**config.mk**
```make
export PLATFORM = sky130hd
export DESIGN_NAME = sequence_controller
export DESIGN_NICKNAME = d
export VERILOG_FILES = /design/src/rtl/sequence_controller.sv
export SDC_FILE = /design/constraint.sdc
export NUM_CORES = 1
export LEC_CHECK = 0
export CAP_MARGIN = 10
export CORE_AREA = 3 3 89 91
export CTS_CLUSTER_DIAMETER = 100
export DETAILED_ROUTE_END_ITERATION = 6
export DIE_AREA = 0 0 92 94
export GPL_TIMING_DRIVEN = 0
export PLACE_DENSITY = 0.68
export RECOVER_POWER = 50
export SLEW_MARGIN = 40
export SYNTH_ARGS = -nofsm -noshare
export SYNTH_HDL_FRONTEND = slang
export SYNTH_SLANG_ARGS = --single-unit
```
**constraint.sdc**
```tcl
create_clock -name clk -period 2.4 [get_ports clk]
set_input_delay 0.36 -clock clk [delete_from_list [all_inputs] [get_ports clk]]
set_output_delay 0.36 -clock clk [all_outputs]
set_load 0.005 [all_outputs]
```
**src/rtl/sequence_controller.sv**
```systemverilog
// Sequences the note RAM: full clear, record/overdub of live keys and playback, one address per sample tick.
// Latency tick->notes_out: 2 cycles (play), NOTES+2 (record); no backpressure, buttons are levels.
module sequence_controller #(
  parameter int ADDR_W   = 11,
  parameter int LEN      = 1875,
  parameter int NOTES    = 5,
  parameter int TICK_DIV = 133333
) (
  input  logic              clk,
  input  logic              reset,
  input  logic              play,
  input  logic              record,
  input  logic              clear,
  input  logic [NOTES-1:0]  key_in,
  input  logic [NOTES-1:0]  ram_out,
  output logic [ADDR_W-1:0] ram_address,
  output logic              ram_write,
  output logic              ram_reset,
  output logic              ram_in,
  output logic [2:0]        ram_note,
  output logic [NOTES-1:0]  notes_out,
  output logic              busy,
  output logic              loop_wrap,
  output logic              clear_done
);

  localparam int CNT_W = (TICK_DIV > 1) ? $clog2(TICK_DIV) : 1;
  localparam logic [CNT_W-1:0]  TICK_MAX  = CNT_W'(TICK_DIV - 1);
  localparam logic [ADDR_W-1:0] LAST_ADDR = ADDR_W'(LEN - 1);
  localparam logic [2:0]        LAST_IDX  = 3'(NOTES - 1);

  typedef enum logic [2:0] {IDLE, CLEAR, WAIT, WRITE, READ, LATCH} state_t;

  state_t           state;
  logic [CNT_W-1:0] tick_cnt;
  logic             tick;
  logic             rec;
  logic [NOTES-1:0] key_snap;
  logic [2:0]       idx;

  assign tick = (tick_cnt == TICK_MAX);
  assign busy = (state != IDLE);

  // Sample clock only runs while a sequence is active, so every run starts on a fresh slot.
  always_ff @(posedge clk or negedge reset) begin
    if (!reset) begin
      tick_cnt <= '0;
    end else if (state == IDLE || state == CLEAR || tick) begin
      tick_cnt <= '0;
    end else begin
      tick_cnt <= tick_cnt + CNT_W'(1);
    end
  end

  always_ff @(posedge clk or negedge reset) begin
    if (!reset) begin
      state       <= IDLE;
      ram_address <= '0;
      ram_write   <= 1'b0;
      ram_reset   <= 1'b0;
      ram_in      <= 1'b0;
      ram_note    <= '0;
      notes_out   <= '0;
      loop_wrap   <= 1'b0;
      clear_done  <= 1'b0;
      rec         <= 1'b0;
      key_snap    <= '0;
      idx         <= '0;
    end else begin
      loop_wrap  <= 1'b0;
      clear_done <= 1'b0;
      case (state)
        IDLE: begin
          ram_address <= '0;
          notes_out   <= '0;
          if (clear) begin
            state     <= CLEAR;
            ram_reset <= 1'b1;
          end else if (record) begin
            state <= WAIT;
            rec   <= 1'b1;
          end else if (play) begin
            state <= WAIT;
            rec   <= 1'b0;
          end
        end

        CLEAR: begin
          ram_write <= 1'b0;
          if (ram_address == LAST_ADDR) begin
            ram_reset   <= 1'b0;
            ram_address <= '0;
            clear_done  <= 1'b1;
            state       <= IDLE;
          end else begin
            ram_address <= ram_address + ADDR_W'(1);
          end
        end

        WAIT: begin
          if (!play && !record) begin
            state       <= IDLE;
            notes_out   <= '0;
            ram_address <= '0;
          end else if (tick) begin
            // Mode changes only land on a sample boundary.
            rec      <= record;
            key_snap <= key_in;
            if (record) begin
              state     <= WRITE;
              idx       <= '0;
              ram_note  <= '0;
              ram_in    <= 1'b1;
              ram_write <= key_in[0];
            end else begin
              state <= READ;
            end
          end
        end

        WRITE: begin
          // Only held keys raise the write strobe, so overdub can set bits but never clear them.
          if (idx == LAST_IDX) begin
            state     <= READ;
            ram_write <= 1'b0;
            ram_in    <= 1'b0;
            ram_note  <= '0;
          end else begin
            idx       <= idx + 3'd1;
            ram_note  <= idx + 3'd1;
            ram_write <= key_snap[idx + 3'd1];
          end
        end

        READ: begin
          state <= LATCH;
        end

        LATCH: begin
          notes_out <= rec ? (ram_out | key_snap) : ram_out;
          if (ram_address == LAST_ADDR) begin
            ram_address <= '0;
            loop_wrap   <= 1'b1;
          end else begin
            ram_address <= ram_address + ADDR_W'(1);
          end
          state <= WAIT;
        end

        default: state <= IDLE;
      endcase
    end
  end

endmodule

```
==> out/summary.txt, run 1 <==
vias in the first global route: 2210
crit path launch type: flip-flop
relative slew slack: 10.41%
hold_sp: notes_out[1]
FF-to-FF Start: ram_address[0]
Yosys top cell area share: 47.60%
synth top area cells: dfrtp_1, nor2_1, xnor2_1, nand2_1, ha_1
die width: 92 um
Longest Clk Path Bufs: 2
DP Wirelength: 4484 um
max-cap violation count: 0
1st-pass router iterations: 4
placed cell count: 426
gpl congestion: 0.8739
DR vias: 2245
die area: 0.008648 sq mm
Final Max Slew Viols: 0
Final Setup Violations: 0
dpl cell area: 0.003371 sq mm
Comb pwr share: 39.0%
first-pass GRT wire length: 10440 um
worst endpoint required time: 2.04 ns
# IOs: 40
cts bufs inserted: 5
CTS sink cnt: 54
DIE HEIGHT: 94 um
worst-path cell chain: or3_1 > clkdlybuf4s50_1
share of cells above drive strength 1: 8.929%
Leak Pwr: 1.463 nW
P_sw: 1.138 mW
FP Rows: 31
Post-DRT Antenna Nets: 0
most frequent cells in the layout: dfrtp_1, nor2_1, clkdlybuf4s50_1
top cell type by total area after synthesis: dfrtp_1
post-synth net total: 308
outcome: completed
initial antenna violation count: 0
Via density: 5.161
worst-path fanout max: 8
FF+latch count, synth: 54
Netlist cell types: 55
CTS tree: yes
Crit path largest cell delay: 0.49 ns
commonest non-fill, non-tap cell in the layout: dfrtp_1
Core Area: 0.007214 sq mm
final hold slack: 0.4794 ns
Max rail drop VDD: 0.3696 mV
CTS resizes: 0
Final Util: 48.30%
worst hold-check path type: reg2reg
Post-route DRC: 0
Finished Cell Area: 0.003485 sq mm
Sw Share: 36.79%
sequential fraction of the synthesis area: 47.60%
Top delay family on crit path: buffers and inverters
Total Power: 3.094 mW
Layout area overhead: 22.74%
crit path time final: 2.058 ns
Ys Warns: 0
final worst-path cycle share: 85.75%
Root Driver: clkbuf_8
CP arrival: 1.70 ns
Post-layout nets: 356
ANT cells: 0
Syn Inst Count: 287
Worst Setup SP: state[0]
largest net degree at the start of global routing: 32
GR Overflow Total: 0
power density cells: 887.8 mW/mm^2
Starting Density: 39.35%
worst slew pin tran: 1.344 ns
Wirelength per Cell: 13.63 um
Buf/Inv on CP: 1
total wire length: 5931 um
critical path class: reg2out
Post-Syn Area: 0.002839 sq mm
crit path capture type: output port
H-tree levels: 2
DRT iter0 DRCs: 126
internal cell power: 1.955 mW
# port buffers: 39
FMAX: 485.9 MHz
CP max stage cell: clkdlybuf4s50_1
Final Hold Vio Count: 0
Tot GR Track Use: 14.86%
RSZ-0062 raised after global routing: false
final setup skew: 0.01424 ns
clk_lat worst skew: 0.31 ns
Seq pwr share: 41.1%
syn avg cell area: 9.892 sq um
Layout Cells excl Fill: 435
Clk pwr share: 19.9%
postcts setup bufs: 0
Reg clk slew, reported paths: 0.11 ns
through the flow:
step / TNS, ns / worst slack (ns)
2_1_floorplan: 0 / 0.6757
3_3_place_gp: -35.11 / -0.6527
3_5_place_dp: 0 / 0.1597
4_1_cts: 0 / 0.3356
5_1_grt: 0 / 0.1894
6_report: 0 / 0.3419
cell families after synthesis:
family	share of synthesized area [%]
adder cells (fa/ha/maj)	2.644
flip-flops	47.60
buffers and inverters	2.732
multiplexers	3.305
AND/OR/NAND/NOR	24.42
XOR/XNOR	6.479
AO/OA/AOI/OAI	12.83
synth_stat cells (all sizes together):
master / n
nand3b: 1
o221ai: 1
o31a: 1
nor4b: 1
a21oi: 13
a41oi: 1
xor2: 8
a22o: 6
a22oi: 1
xnor2: 13
nor4: 3
a31oi: 6
nand4b: 1
a221o: 1
ha: 6
o22ai: 1
clkbuf: 5
buf: 2
nand3: 12
a2bb2oi: 1
mux2: 6
o21a: 1
nor3: 11
mux4: 1
and2: 3
nand2b: 5
a311o: 1
and3: 3
a21o: 2
inv: 12
and4bb: 2
dfrtp: 54
o211ai: 2
nand2: 24
or2: 1
or3: 3
nor2: 39
nand4: 8
nor3b: 1
and4: 1
and2b: 2
o31ai: 2
nor2b: 3
o21ai: 16
registers in the layout, summed over array words and instances (netlist names):
signal	flops
tick_cnt	18
ram_address	11
key_snap	5
notes_out	5
idx	3
ram_note	3
state	3
clear_done	1
loop_wrap	1
ram_in	1
ram_reset	1
ram_write	1
rec	1
power by group through the flow:
stage | clock (mW) | combinational [mW] | sequential (mW)
detailed placement | 0 | 1.23 | 1.29
CTS | 0.637 | 1.24 | 1.28
global placement | 0 | 1.21 | 1.28
floorplan | 0 | 0.783 | 1.26
global route | 0.672 | 1.36 | 1.31
finish | 0.615 | 1.21 | 1.27
timing repair:
action,CTS,global route
hold buffers,1,0
setup endpoints to repair,0,0
endpoints found under the hold margin,23,0
worst register-to-register path: cells and delay by family, from the launching register on:
| kind | cells | cell delay [ns] |
|---|---|---|
| buffers and inverters | 2 | 0.24 |
| and+or+nand+nor | 3 | 0.76 |
| DFF | 1 | 0.47 |
| AOI/OAI and AO/OA | 2 | 0.30 |
| adders and majority gates | 1 | 0.16 |
worst paths after layout:
check                               end  slack (ns)  depth (start not counted)
min                        notes_out[1]        0.48                          2
max reg2reg                   ram_reset        0.35                          8
min reg2reg                notes_out[1]        0.48                          2
max in group asynchronous   tick_cnt[1]        0.72                          2
min in group asynchronous  notes_out[4]        0.87                          2
max                                busy        0.34                          2
per-layer routing:
| metal | GRT usage, % | vias up | part of all wire [%] |
|---|---|---|---|
| li1 | - | 1111 | - |
| met1 | 20.79 | 1091 | 49 |
| met2 | 23.48 | 37 | 47 |
| met3 | 2.885 | 6 | 3.0 |
| met4 | 4.332 | 0 | 1.0 |
| met5 | 0 | - | 0 |
final cells by class:
class	count	area [sq um]
multi-input cells	214	1404
well taps	99	123.9
repair buffers	41	414.1
inverters	12	45.04
fillers	698	3730
plain buffers	7	32.53
flip-flops and latches	54	1351
clock inverters	3	45.04
clock buffers	5	68.82
Note: power is estimated with default switching activity, not from simulation.
==> run 2: changes to the inputs <==
Settings changed: CORE_AREA 3 3 89 91 to 3 3 108 84, DIE_AREA 0 0 92 94 to 0 0 111 87, PLACE_DENSITY 0.68 to 0.63.
==> run 2 against run 1 <==
Effect of this change:
- first-iteration DRC count is 0.79% lower
- setup slack worse by 0.014 ns
- clock-buffer cell count is 1 higher
- hold slack better by 0.0039 ns
- non-clock buffer count stayed put
- clock skew is 0.0058 ns lower
- total power is 1.9% lower
- critical path type unchanged
==> out/summary.txt, run 2 (synthesis results as in run 1) <==
Via density: 5.125
Post-layout nets: 356
CTS resizes: 0
max reg flops: 18
1st-pass router iterations: 5
initial antenna violation count: 0
Max rail drop VDD: 0.4444 mV
Post-DRT Antenna Nets: 0
Leak Pwr: 1.472 nW
Reg clk slew, reported paths: 0.10 ns
clk_lat worst skew: 0.31 ns
crit path time final: 2.072 ns
Buf/Inv on CP: 1
Layout area overhead: 22.57%
critical path class: reg2out
Longest Clk Path Bufs: 2
# IOs: 40
share of cells above drive strength 1: 9.226%
Root Driver: clkbuf_8
gpl congestion: 0.8473
FP Rows: 28
DRT iter0 DRCs: 125
die area: 0.009657 sq mm
worst hold-check path type: reg2reg
die width: 111 um
worst endpoint required time: 2.04 ns
CTS tree: yes
relative slew slack: 4.647%
DIE HEIGHT: 87 um
final setup skew: 0.008396 ns
vias in the first global route: 2188
GR Overflow Total: 0
Tot GR Track Use: 14.23%
CP max stage cell: dfrtp_1
max-cap violation count: 0
final worst-path cycle share: 86.32%
commonest non-fill, non-tap cell in the layout: dfrtp_1
Final Hold Vio Count: 0
Wirelength per Cell: 14.33 um
ANT cells: 0
worst slew pin tran: 1.430 ns
# port buffers: 39
dpl cell area: 0.003378 sq mm
CTS sink cnt: 54
Total Power: 3.036 mW
most frequent cells in the layout: dfrtp_1, nor2_1, clkdlybuf4s50_1
first-pass GRT wire length: 11180 um
FMAX: 482.7 MHz
H-tree levels: 2
Final Max Slew Viols: 0
DR vias: 2260
Final Setup Violations: 0
outcome: completed
total wire length: 6318 um
Top delay family on crit path: flip-flops
CP arrival: 1.71 ns
worst-path cell chain: or3_1 > clkdlybuf4s50_1
placed cell count: 432
crit path launch type: flip-flop
power density cells: 872.4 mW/mm^2
Core Area: 0.007953 sq mm
worst-path fanout max: 8
Regs by FF count: tick_cnt x18, ram_address x11
cts bufs inserted: 5
Post-route DRC: 0
RSZ-0062 raised after global routing: false
Layout Cells excl Fill: 441
Crit path largest cell delay: 0.48 ns
Most flops, register: tick_cnt
Finished Cell Area: 0.003480 sq mm
crit path capture type: output port
DP Wirelength: 4710 um
Starting Density: 35.70%
largest net degree at the start of global routing: 32
[run 2: per-layer routing]
metal | up-vias | wire length, um | GRT usage, %
met5 | - | 0 | 0
met4 | 0 | 36 | 3.468
met3 | 4 | 282 | 3.125
met2 | 47 | 2650 | 20.32
met1 | 1100 | 3349 | 21.79
li1 | 1109 | - | -
[run 2: final timing paths]
| kind | start | to | slack [ns] | depth (start not counted) |
|---|---|---|---|---|
| max in group asynchronous | reset | idx[1] | 0.66 | 2 |
| min in group asynchronous | reset | notes_out[4] | 0.91 | 2 |
| worst min-delay path | notes_out[1] | notes_out[1] | 0.48 | 2 |
| worst max register to register | ram_address[0] | ram_reset | 0.42 | 8 |
| worst max-delay path | state[0] | busy | 0.33 | 2 |
| worst min register to register | notes_out[1] | notes_out[1] | 0.48 | 2 |
[run 2: area by class of cell]
cell class | count | area [sq um]
multi-input combinational | 214 | 1410
timing repair buffer | 41 | 414.1
tap | 105 | 131.4
clock inverter | 2 | 12.51
clock buffer | 6 | 82.58
inverter | 12 | 45.04
buffer | 7 | 32.53
sequential | 54 | 1351
fill | 779 | 4473
[run 2: power breakdown]
group	switching, mW	leakage, nW	total [mW]	internal [mW]
Combinational	0.661	0.695	1.22	0.558
Clock	0.308	0.0472	0.540	0.233
Sequential	0.196	0.730	1.28	1.08
Total	1.16	1.47	3.04	1.87
[run 2: repair_timing]
action,4_1_cts,5_1_grt
endpoints found under the setup margin,0,0
buffers inserted,0,0
hold buffers,1,0
endpoints found under the hold margin,23,0
[run 2: worst reg2reg max path, cell delays in order, from the launching register on]
cell and delay (ns):
dfrtp_1 0.47, inv_1 0.09, ha_1 0.15, and4bb_2 0.24, nand4_2 0.23, and2_1 0.22
clkbuf_2 0.15, o31ai_1 0.19, o21ai_0 0.11
[run 2: per-stage QoR]
| step | util (%) | hold WS [ns] | TNS [ns] | setup slack [ns] |
|---|---|---|---|---|
| 6_report | 43.75 | 0.4833 | 0 | 0.3283 |
| 5_1_grt | 43.75 | 0.5250 | 0 | 0.2235 |
| 4_1_cts | 43.80 | 0.4945 | 0 | 0.3177 |
| 3_5_place_dp | 42.48 | 0.2921 | 0 | 0.1357 |
| 3_3_place_gp | 42.26 | 0.4697 | -41.68 | -0.7748 |
| 2_1_floorplan | - | 0.06441 | 0 | 0.6757 |
